### config.mk
export PLATFORM = sky130hd
export DESIGN_NAME = ifetch_unit
export DESIGN_NICKNAME = d
export VERILOG_FILES = /design/src/rtl/ifetch_unit.sv
export SDC_FILE = /design/constraint.sdc
export NUM_CORES = 1
export LEC_CHECK = 0
export CAP_MARGIN = 40
export CORE_UTILIZATION = 35
export CTS_CLUSTER_DIAMETER = 150
export CTS_CLUSTER_SIZE = 16
export DETAILED_ROUTE_END_ITERATION = 10
export GPL_TIMING_DRIVEN = 0
export PLACE_DENSITY = 0.66
export SETUP_SLACK_MARGIN = 0.02
export SLEW_MARGIN = 20
export SYNTH_ARGS = -nofsm -noshare
export SYNTH_HDL_FRONTEND = slang
export SYNTH_SLANG_ARGS = --single-unit
### constraint.sdc
create_clock -name clk -period 4.94 [get_ports clk]
set_input_delay 0.988 -clock clk [delete_from_list [all_inputs] [get_ports clk]]
set_output_delay 0.988 -clock clk [all_outputs]
set_load 0.03 [all_outputs]
### src/rtl/ifetch_unit.sv
// ifetch_unit: instruction fetch stage. Owns the PC, fetches one word per
// instruction over a req/ack handshake and hands it to the datapath over a
// valid/ready handshake. Optional fetch timeout/retry is enabled by defining
// IFETCH_TIMEOUT_EN; the default build waits indefinitely for imem_ack.
module ifetch_unit #(
  parameter logic [31:0] RESET_PC = 32'h0000_0000,
  parameter int unsigned TIMEOUT  = 15
) (
  input  logic        clk,
  input  logic        rst_n,
  output logic        imem_req,
  output logic [31:0] imem_addr,
  input  logic        imem_ack,
  input  logic [31:0] imem_rdata,
  output logic [31:0] inst,
  output logic        inst_valid,
  input  logic        inst_ready,
  input  logic        nPC_sel,
  input  logic [15:0] br_imm16,
  output logic [31:0] pc,
  output logic        fetch_err
);

  localparam int unsigned CNT_W = 8;

  typedef enum logic [1:0] {
    S_IDLE  = 2'd0,
    S_FETCH = 2'd1,
    S_VALID = 2'd2
`ifdef IFETCH_TIMEOUT_EN
    ,
    S_RETRY = 2'd3
`endif
  } state_t;

  state_t      state;
  logic [31:0] next_pc;

  // Reject a misaligned reset PC or an out-of-range timeout at elaboration.
  generate
    if (RESET_PC[1:0] != 2'b00) begin : g_bad_reset_pc
      $error("ifetch_unit: RESET_PC must be word aligned");
    end
    if (TIMEOUT < 1 || TIMEOUT > 255) begin : g_bad_timeout
      $error("ifetch_unit: TIMEOUT must be in 1..255");
    end
  endgenerate

  // Sequential PC or PC-relative branch target; wraps modulo 2^32.
  assign next_pc = nPC_sel ? (pc + 32'd4 + {{14{br_imm16[15]}}, br_imm16, 2'b00})
                           : (pc + 32'd4);

  // Memory address is always the registered PC.
  assign imem_addr = pc;

`ifdef IFETCH_TIMEOUT_EN
  logic [CNT_W-1:0] wait_cnt;
`else
  assign fetch_err = 1'b0;
`endif

  // Fetch FSM with registered handshake outputs.
  always_ff @(posedge clk or negedge rst_n) begin
    if (!rst_n) begin
      state      <= S_IDLE;
      pc         <= RESET_PC;
      inst       <= 32'd0;
      inst_valid <= 1'b0;
      imem_req   <= 1'b0;
`ifdef IFETCH_TIMEOUT_EN
      fetch_err  <= 1'b0;
      wait_cnt   <= '0;
`endif
    end else begin
`ifdef IFETCH_TIMEOUT_EN
      fetch_err <= 1'b0;
`endif
      case (state)
        S_IDLE: begin
          state    <= S_FETCH;
          imem_req <= 1'b1;
`ifdef IFETCH_TIMEOUT_EN
          wait_cnt <= '0;
`endif
        end
        S_FETCH: begin
          if (imem_ack) begin
            inst       <= imem_rdata;
            inst_valid <= 1'b1;
            imem_req   <= 1'b0;
            state      <= S_VALID;
`ifdef IFETCH_TIMEOUT_EN
          end else if (wait_cnt == CNT_W'(TIMEOUT - 1)) begin
            fetch_err <= 1'b1;
            imem_req  <= 1'b0;
            state     <= S_RETRY;
          end else begin
            wait_cnt <= wait_cnt + CNT_W'(1);
`endif
          end
        end
        S_VALID: begin
          if (inst_ready) begin
            pc         <= next_pc;
            inst_valid <= 1'b0;
            imem_req   <= 1'b1;
            state      <= S_FETCH;
`ifdef IFETCH_TIMEOUT_EN
            wait_cnt   <= '0;
`endif
          end
        end
`ifdef IFETCH_TIMEOUT_EN
        S_RETRY: begin
          imem_req <= 1'b1;
          wait_cnt <= '0;
          state    <= S_FETCH;
        end
`endif
        default: begin
          state      <= S_IDLE;
          imem_req   <= 1'b0;
          inst_valid <= 1'b0;
        end
      endcase
    end
  end

endmodule

==> results <==
- At the end of routability-driven placement, the weighted congestion stood at slightly above 0.9.
- Dividing the synthesized area by the synthesized cell count gives between 9 and 10 um2.
- The multi-input logic area is 3490 um2.
- The post-CTS repair timing setup buffer count is 0.
- The count of buffer and inverter cells on the critical path is 0.
- In this run the vertical extent of the chip is between 100 and 150 um.
- The post-layout net count is 863.
- Detailed placement finished with a half-perimeter wire length of about 13000 um.
- Along the worst hold path, the cell count comes to 1.
- The largest voltage drop on the vdd net is 0.341 mV.
- Counting I/O delays and the setup requirement, the final critical path takes 4.46 ns.
- Cells with a size suffix above 1 make up between 10% and 20% of the layout.
- The storage element area is 1630 um2.
- The kind of critical path is reg2reg.
- Setup repair after global routing left no endpoint under its margin.
- The die covers ~16000 um2.
- For this design, the CTS-stage hold fixing added 0 buffers.
- For the worst setup path, the data required time is about 5.2 ns.
- In the routed layout, each cell is associated on average with a via count of approximately 5.4.
- The worst-case clock skew is around 0.011 ns.
- The slowest stage of the critical path is the dfrtp_1 cell.
- In the global route stage, overall resource usage came out at 20.4%.
- The worst path uses 90.2% of the clock period.
- Dividing total power by cell area gives a power density of ~740 nW/um2.
- The kind of end point of the critical path is a register.
- The first-pass GRT wire length is 26100 um.
- For this block, the initial DRC count from the detailed router was about 400.
- The kind of path behind the tightest hold check is reg2reg.
- By area the synthesized netlist is led by dfrtp_1 (29%), ha_1 (8.4%), mux2_2 (6.7%).
- The number of global-route vias before repair came to between 5000 and 6000.
- The standard cell core area is 15300 um2.
- The tool flagged a number of max-cap violations equal to 0.
- The arrival time at the worst endpoint is around 4.7 ns.
- The critical path depth is 15.
- Based on the critical path, the design can be clocked at up to roughly 0.22 GHz.
- TritonCTS built the clock tree.
- Counting flops with an async set or reset pin after synthesis yields a share of 100%.
- Sorting the synthesized cells by how often they occur yields dfrtp_1 (65), o21ai_0 (48), nand2_1 (40), a21oi_1 (39).
- The number of slew-limit violations in the final report is 0.
- Walking the worst path, the cells encountered are and3_1, nand4_1, nor4_4, and4_1, nand2_1, xnor2_1, ha_1, o21a_1, a2111oi_2, o41a_1, nor2_1, a21oi_1, nand3_1, mux2_1, o21ai_1.
- After clock tree synthesis, the clock-pin slew on the worst setup and hold paths is 0.06 ns.
- The remaining antenna violation count is 0.
- Along the worst path, the maximum fanout reaches 9.
- The count of different cell masters after synthesis is 74.
- The final antenna diode count is 0.
- The setup TNS after final layout is 0 ns.
- The maximum number of pins on one net before global-route repair is 37.
- The clock insertion delay at the later pin of the skew report is 0.33 ns.
- The overall power consumption is about 0.0056 W.
- The area growth from synthesis to layout is 38.6%.
- The hold violation count in the final report is 0.
- After global routing the overflow that remains totals 0.
- The cell taking the most area after synthesis is dfrtp_1.
- No sink is reached through more buffers than the 2 on the longest clock path.
- Measured in cells, the most critical reg-to-reg path has a length of 15.
- The deepest level of the CTS H-tree is 3.
- The number of gates resized after cts is 0.
- The mapped netlist covers 5520 um2.
- The DRC violation count after routing is 0.
- The average wire length per cell after detail routing is ~17 um.
- The detailed-router iteration count before antenna repair is 5.
- The number of buffers inserted during clock tree synthesis is 9.
- The kind of cell adding the most delay to the critical path is simple AND/OR/NAND/NOR gates.
- The normalized max-slew margin is roughly 52%.
- Setup violations remaining at the end of the flow were counted as 0.
- For this run, the leading register cell type out of synthesis is dfrtp_1.
- On the worst path, the slowest cell contributes a delay of approximately 0.55 ns.
- The run finished with clean final reports.
- The count of synthesis-stage warnings from yosys is 0.
- After synthesis the netlist holds a flip-flop and latch count of between 60 and 70.
- The I/O pin count is 152.
- The cell count after synthesis is about 600.
- From left edge to right edge, the die measures between 100 and 150 um.
- For this block, the routed nets add up to 16500 um of wire.
- The most numerous cell in the Yosys netlist is dfrtp_1.
- The kind of start point of the critical path is a register.
- At the pin with the least slew margin, the transition time is 0.712 ns.
- The root buffer cell is clkbuf_16.
- The count of flip-flops with a built-in enable after synthesis is 0.
- The count of buffers inserted at the top-level ports is 145.
- CTS saw 65 sinks.
- The cell leakage power is 3.30 nW.
- The floorplan has 45 rows.
- The detailed-route via count is approximately 5300.
- The number of fill cells is ~1400.
- The number of antenna violations at the first check in global routing was 0.
- Once the floorplan was initialized, standard cells occupied 36.1% of the core.
- The area share of the largest cell type after synthesis is 29.5%.
- After synthesis, flip-flops and latches occupy roughly 29% of the total area.
power breakdown:
| part | internal [W] | switching (W) | leakage [nW] | total [W] |
|---|---|---|---|---|
| Combinational | 0.00165 | 0.00208 | 2.34 | 0.00374 |
| Sequential | 0.000794 | 0.000326 | 0.780 | 0.00112 |
| Clock | 0.000545 | 0.000240 | 0.180 | 0.000785 |
cells in the final DEF (no fill, tap or decap), types with 5 or more instances in the layout:
| master | synthesis | final |
|---|---|---|
| mux2_2 | 33 | 33 |
| ha_1 | 37 | 37 |
| and3_1 | 14 | 14 |
| nor3_1 | 8 | 8 |
| nand3_1 | 23 | 23 |
| mux2i_1 | 6 | 6 |
| nand4_1 | 14 | 14 |
| clkbuf_16 | 0 | 9 |
| clkbuf_1 | 25 | 25 |
| xor2_1 | 23 | 23 |
| nand2_1 | 40 | 40 |
| buf_4 | 36 | 37 |
| a31oi_1 | 7 | 7 |
| conb_1 | 1 | 5 |
| a22oi_1 | 8 | 8 |
| a21oi_1 | 39 | 39 |
| a21o_1 | 24 | 24 |
| xnor2_1 | 26 | 26 |
| nor2_1 | 37 | 37 |
| dfrtp_1 | 65 | 65 |
| clkdlybuf4s50_1 | 0 | 144 |
| o21ai_0 | 48 | 48 |
| inv_1 | 9 | 9 |
flip-flops by register name, summed over array words and instances, names as in the netlist:
| name | count |
|---|---|
| inst | 32 |
| inst_valid | 1 |
| state | 2 |
| imem_addr | 30 |
final cells by class:
type / instances / area share, %
inverter: 9 / 0.441
timing repair buffer: 147 / 19.4
sequential: 65 / 21.3
multi-input combinational: 476 / 45.6
buffer: 64 / 5.04
tap: 211 / 3.45
clock buffer: 9 / 2.94
clock inverter: 7 / 1.86
cells by family (layout without fill, tap and decap cells):
family / after synthesis / after routing / share of synthesized area [%]
xor+xnor: 49 / 49 / 7.77
flops: 65 / 65 / 29.5
other cells: 1 / 5 / 0.0679
simple gates: 175 / 175 / 17.2
buf+inv: 73 / 236 / 7.59
mux: 40 / 40 / 8.02
fa+ha+maj: 38 / 38 / 8.75
compound gates: 169 / 169 / 21.1
final timing paths:
| kind | from | end | slack, ns |
|---|---|---|---|
| worst max register to register | imem_addr[10] | imem_addr[31] | 0.48 |
| worst max-delay path | imem_addr[10] | imem_addr[31] | 0.48 |
| worst min-delay path | inst[8] | inst[8] | 0.50 |
| worst min register to register | inst[8] | inst[8] | 0.50 |
| max in group asynchronous | rst_n | imem_addr[6] | 3.79 |
| min in group asynchronous | rst_n | imem_addr[28] | 0.61 |
through the flow:
step                      area, um2  utilization, %  instances  setup slack, ns  hold slack [ns]
after floorplan                5540               -        614             1.02            0.488
after global placement         7250            47.4        970            0.493            0.486
after detailed placement       7280            47.6        972            0.544            0.493
after CTS                      7650            50.0        988            0.518            0.504
after global routing           7650            50.0        988            0.150            0.511
final                          7650            50.0        988            0.483            0.500
layer usage:
metal,global-route usage [%],part of all wire (%)
met3,3.14,5.8
met5,0,0
met1,26.8,45
met2,33.9,47
met4,7.40,2.2
Power figures use the tool's default switching activity.
